## src/rtl/next_pc_unit.sv

```systemverilog
// rtl/next_pc_unit.sv - fetch-stage program counter with redirect and JALR wait handshake
module next_pc_unit #(
  parameter int                   WORD_SIZE = 32,
  parameter logic [WORD_SIZE-1:0] RESET_PC  = '0
) (
  input  logic                 clk,
  input  logic                 reset,
  input  logic                 stall,
  input  logic                 branch_taken,
  input  logic [WORD_SIZE-1:0] branch_target,
  input  logic                 is_jal,
  input  logic [WORD_SIZE-1:0] jal_target,
  input  logic                 is_jalr,
  input  logic [WORD_SIZE-1:0] jalr_target,
  output logic [WORD_SIZE-1:0] pc,
  output logic [WORD_SIZE-1:0] pc_plus4,
  output logic                 flush,
  output logic                 busy,
  output logic                 misalign_err,
  output logic [WORD_SIZE-1:0] err_addr
);

  typedef enum logic {RUN, JALR_WAIT} state_t;

  state_t               state, state_next;
  logic [WORD_SIZE-1:0] pc_next, err_addr_next, target;
  logic                 flush_next, err_next, redirect;

  assign pc_plus4 = pc + WORD_SIZE'(4);
  assign busy     = (state == JALR_WAIT);

  always_comb begin
    state_next    = state;
    pc_next       = pc;
    flush_next    = 1'b0;
    err_next      = 1'b0;
    err_addr_next = err_addr;
    redirect      = 1'b0;
    target        = '0;

    case (state)
      RUN: begin
        if (branch_taken) begin
          redirect = 1'b1;
          target   = branch_target;
        end else if (is_jalr) begin
          // Hold pc while the JALR adder settles; kill the fall-through fetch.
          state_next = JALR_WAIT;
          flush_next = 1'b1;
        end else if (is_jal) begin
          redirect = 1'b1;
          target   = jal_target;
        end else if (!stall) begin
          pc_next = pc_plus4;
        end
      end
      JALR_WAIT: begin
        state_next = RUN;
        redirect   = 1'b1;
        target     = branch_taken ? branch_target : jalr_target;
      end
      default: state_next = RUN;
    endcase

    if (redirect) begin
      flush_next = 1'b1;
      if (target[1:0] == 2'b00) begin
        pc_next = target;
      end else begin
        err_next      = 1'b1;
        err_addr_next = target;
      end
    end
  end

  always_ff @(posedge clk) begin
    if (!reset) begin
      state        <= RUN;
      pc           <= RESET_PC;
      flush        <= 1'b0;
      misalign_err <= 1'b0;
      err_addr     <= '0;
    end else begin
      state        <= state_next;
      pc           <= pc_next;
      flush        <= flush_next;
      misalign_err <= err_next;
      err_addr     <= err_addr_next;
    end
  end

endmodule
```

## config.mk

```make
export PLATFORM = sky130hd
export DESIGN_NAME = next_pc_unit
export DESIGN_NICKNAME = d
export VERILOG_FILES = /design/src/rtl/next_pc_unit.sv
export SDC_FILE = /design/constraint.sdc
export NUM_CORES = 1
export LEC_CHECK = 0
export BUFFER_PORTS_ARGS = -buffer_cell sky130_fd_sc_hd__buf_2
export CORE_MARGIN = 4
export CORE_UTILIZATION = 48
export CTS_BUF_LIST = sky130_fd_sc_hd__clkbuf_4
export CTS_CLUSTER_DIAMETER = 60
export DETAILED_ROUTE_END_ITERATION = 12
export GPL_ROUTABILITY_DRIVEN = 0
export MAX_ROUTING_LAYER = met4
export PLACE_DENSITY = 0.9
export SYNTH_ARGS = -nofsm -noshare
export SYNTH_HDL_FRONTEND = slang
export SYNTH_SLANG_ARGS = --single-unit
```

## constraint.sdc

```tcl
create_clock -name clk -period 2.3 [get_ports clk]
set_input_delay 0.23 -clock clk [delete_from_list [all_inputs] [get_ports clk]]
set_output_delay 0.23 -clock clk [all_outputs]
set_load 0.005 [all_outputs]
```

==> impl_metrics.yaml <==
outcome:
  status: "finished clean"
worst_hold_path:
  hp-class: "input port to register"
cells_and_area:
  multi_input_comb_area_sq_um: 2590
  fillers: 654
  drive_above_1_share_pct: 39.7
  syn_to_final_growth_pct: 36.3
  num_antenna_cells: 0
  fin_util_pct: 67.1
  seqCellArea_sq_um: 1360
  final_cell_area_sq_um: 5490
  num-nets-final: 817
die:
  dieWidth_um: 99.6
  start_util_pct: 49.3
  chipHeight_um: 99.6
  core-area_sq_um: 8180
  placementRows: 33
  dieArea_sq_um: 9920
  io_pins: 201
power_and_ir_drop:
  vdd_drop_max_mv: 0.409
  p_per_area_nw_per_um2: 507
  p_leak_nw: 2.59
placement:
  hpwl_um: 10600
  place_area_sq_um: 5180
  port_buffers: 200
sta:
  fmax_mhz: 437
  post-route-period-util_pct: 99.6
  skew_ns: 0.0155
  finalSetupViolations: 0
  fin_crit_ns: 2.29
  finalHoldViolations: 0
  slew_violations: 0
  whs_ns: 0.171
  worstMarginPinSlew_ns: 0.708
  rsz0062_at_grt: "yes"
  max_slew_margin_pct: 52.8
synthesis:
  ys_seq_area_share_pct: 33.3
  syn_area_per_cell_sq_um: 7.85
  synth_top_cell_area_share_pct: 33.3
  synth_nets: 616
  synthFlopType: "dfxtp_1"
  postSynthCellCount: 513
  synth_area_sq_um: 4030
  netlist_top_cells_count: "dfxtp_1, nand2_1, o21ai_0"
  synth_area_leaders: "dfxtp_1, mux2i_1, o21ai_0, xor2_1, xnor2_1"
  ys_warn_count: 0
  synth-seq-cells: 67
  async_flop_share_pct: 0
  ys_types: 40
  synth_top_cell_by_area: "dfxtp_1"
  synth_edf_count: 0
  synth.most_common_cell: "dfxtp_1"
drt:
  routed_wl_um: 13900
  wl_per_cell_um: 16.9
  drtIter0Drc: 295
  vias: 4613
  drc: 0
  via_per_inst: 5.61
  firstDrtPassIters: 6
  detail-route-antenna-nets: 0
grt:
  grt_pass1_vias: 4280
  gr-total-overflow: 0
  grt_usage_pct: 26.8
  grt_start_max_net_pins: 47
  grt_pass1_wl_um: 21100
  antenna_found_initial: 0
clocking:
  tritoncts: "done"
  cts_root_buffer: "clkbuf_4"
  htree_num_levels: 3
  clkLatencyLatePin_ns: 0.39
  cts.sinks: 67
  cts_made_buffers: 9
  clkSlewWorstSetupHoldPaths_ns: 0.11
  cts.path.max_buffers: 2
  hold_buffers: 0
setup_path:
  worstPathMaxFanout: 5
  critPathLaunchType: "register"
  end_kind: "primary output"
  cp.required_ns: 2.07
  critPathArrivalTime_ns: 2.06
  crit_type: "register to primary output"
run:
  drv_cap: 0
placed cells by master, fill, tap and decap left out, drive strengths merged, types with 2 or more instances in the layout:
cell type and count:
a21oi 26, xor2 30, buf 236, dfxtp 67, nor3 11, nand3 17, inv 3, a22oi 29
mux2i 30, nor2 58, a211oi 7, clkbuf 11, and4 2, a221o 2, nand2 59, clkinv 3
nor3b 2, and3 4, xnor2 27, nor4 6, or2 2, o21ai 57, and2 2, nand4 18
layout make-up:
cell class                 instances  share of cell area (%)
clock buffer                      11                    1.50
clock inverter                     4                   0.775
inverter                           3                   0.205
multi-input combinational        397                    47.2
sequential                        67                    24.7
tap                              105                    2.39
timing repair buffer             236                    23.2
cell families (layout without fill, tap and decap cells):
family / count (synthesis) / count (layout) / synth area share, %
AND/OR/NAND/NOR: 186 / 186 / 23.2
AO/OA/AOI/OAI: 123 / 123 / 17.9
flip-flops: 67 / 67 / 33.3
XOR/XNOR: 57 / 57 / 12.4
buffers and inverters: 49 / 254 / 5.40
multiplexers: 30 / 30 / 7.46
adder cells (fa/ha/maj): 1 / 1 / 0.311
worst max-delay path, cell delays in order (launching register included):
cell and delay [ns]:
dfxtp_4 0.40, ha_4 0.14, nand4_1 0.22, buf_4 0.24, nor3_4 0.25, buf_4 0.15
xor2_1 0.13, buf_2 0.13
metrics by stage:
step	power (mW)	setup TNS (ns)	std cells	setup WS (ns)
floorplan	1.71	0	513	0.264
global placement	2.03	0	800	0.159
detailed placement	2.05	0	800	0.100
CTS	2.77	-0.0221	816	-0.0160
global route	2.93	-0.922	823	-0.125
finish	2.78	0	823	0.0101
what timing repair did:
item	CTS	global route
hold endpoints to repair	0	0
cloned	0	0
setup endpoints to repair	13	28
resized for setup	12	20
buffers inserted	1	7
pin swaps	5	3
sequential cells by signal, summed over array words and instances (netlist names):
name,flops
err_addr,32
busy,1
flush,1
misalign_err,1
pc,32
power breakdown:
| part | internal [mW] | total (mW) | switching, mW |
|---|---|---|---|
| clock network | 0.343 | 0.736 | 0.393 |
| logic | 0.334 | 0.708 | 0.374 |
| registers | 1.25 | 1.34 | 0.0921 |
path summary, 6_finish.rpt:
check | depth (start not counted) | slack (ns) | endpoint | startpoint
worst min register to register | 2 | 0.46 | err_addr[0] | err_addr[0]
worst max-delay path | 7 | 0.01 | pc_plus4[14] | pc[2]
worst max register to register | 5 | 0.10 | pc[13] | busy
worst min-delay path | 2 | 0.17 | busy | is_jalr
routing by layer:
metal	up-vias	routed length, um	track usage [%]	share of wire, %
li1	2206	-	-	-
met1	2105	5780	35.2	42
met4	0	325	6.62	2.3
met5	-	0	-	0
met3	31	1150	3.79	8.3
met2	271	6620	43.5	48
(Power assumes the default switching activity.)
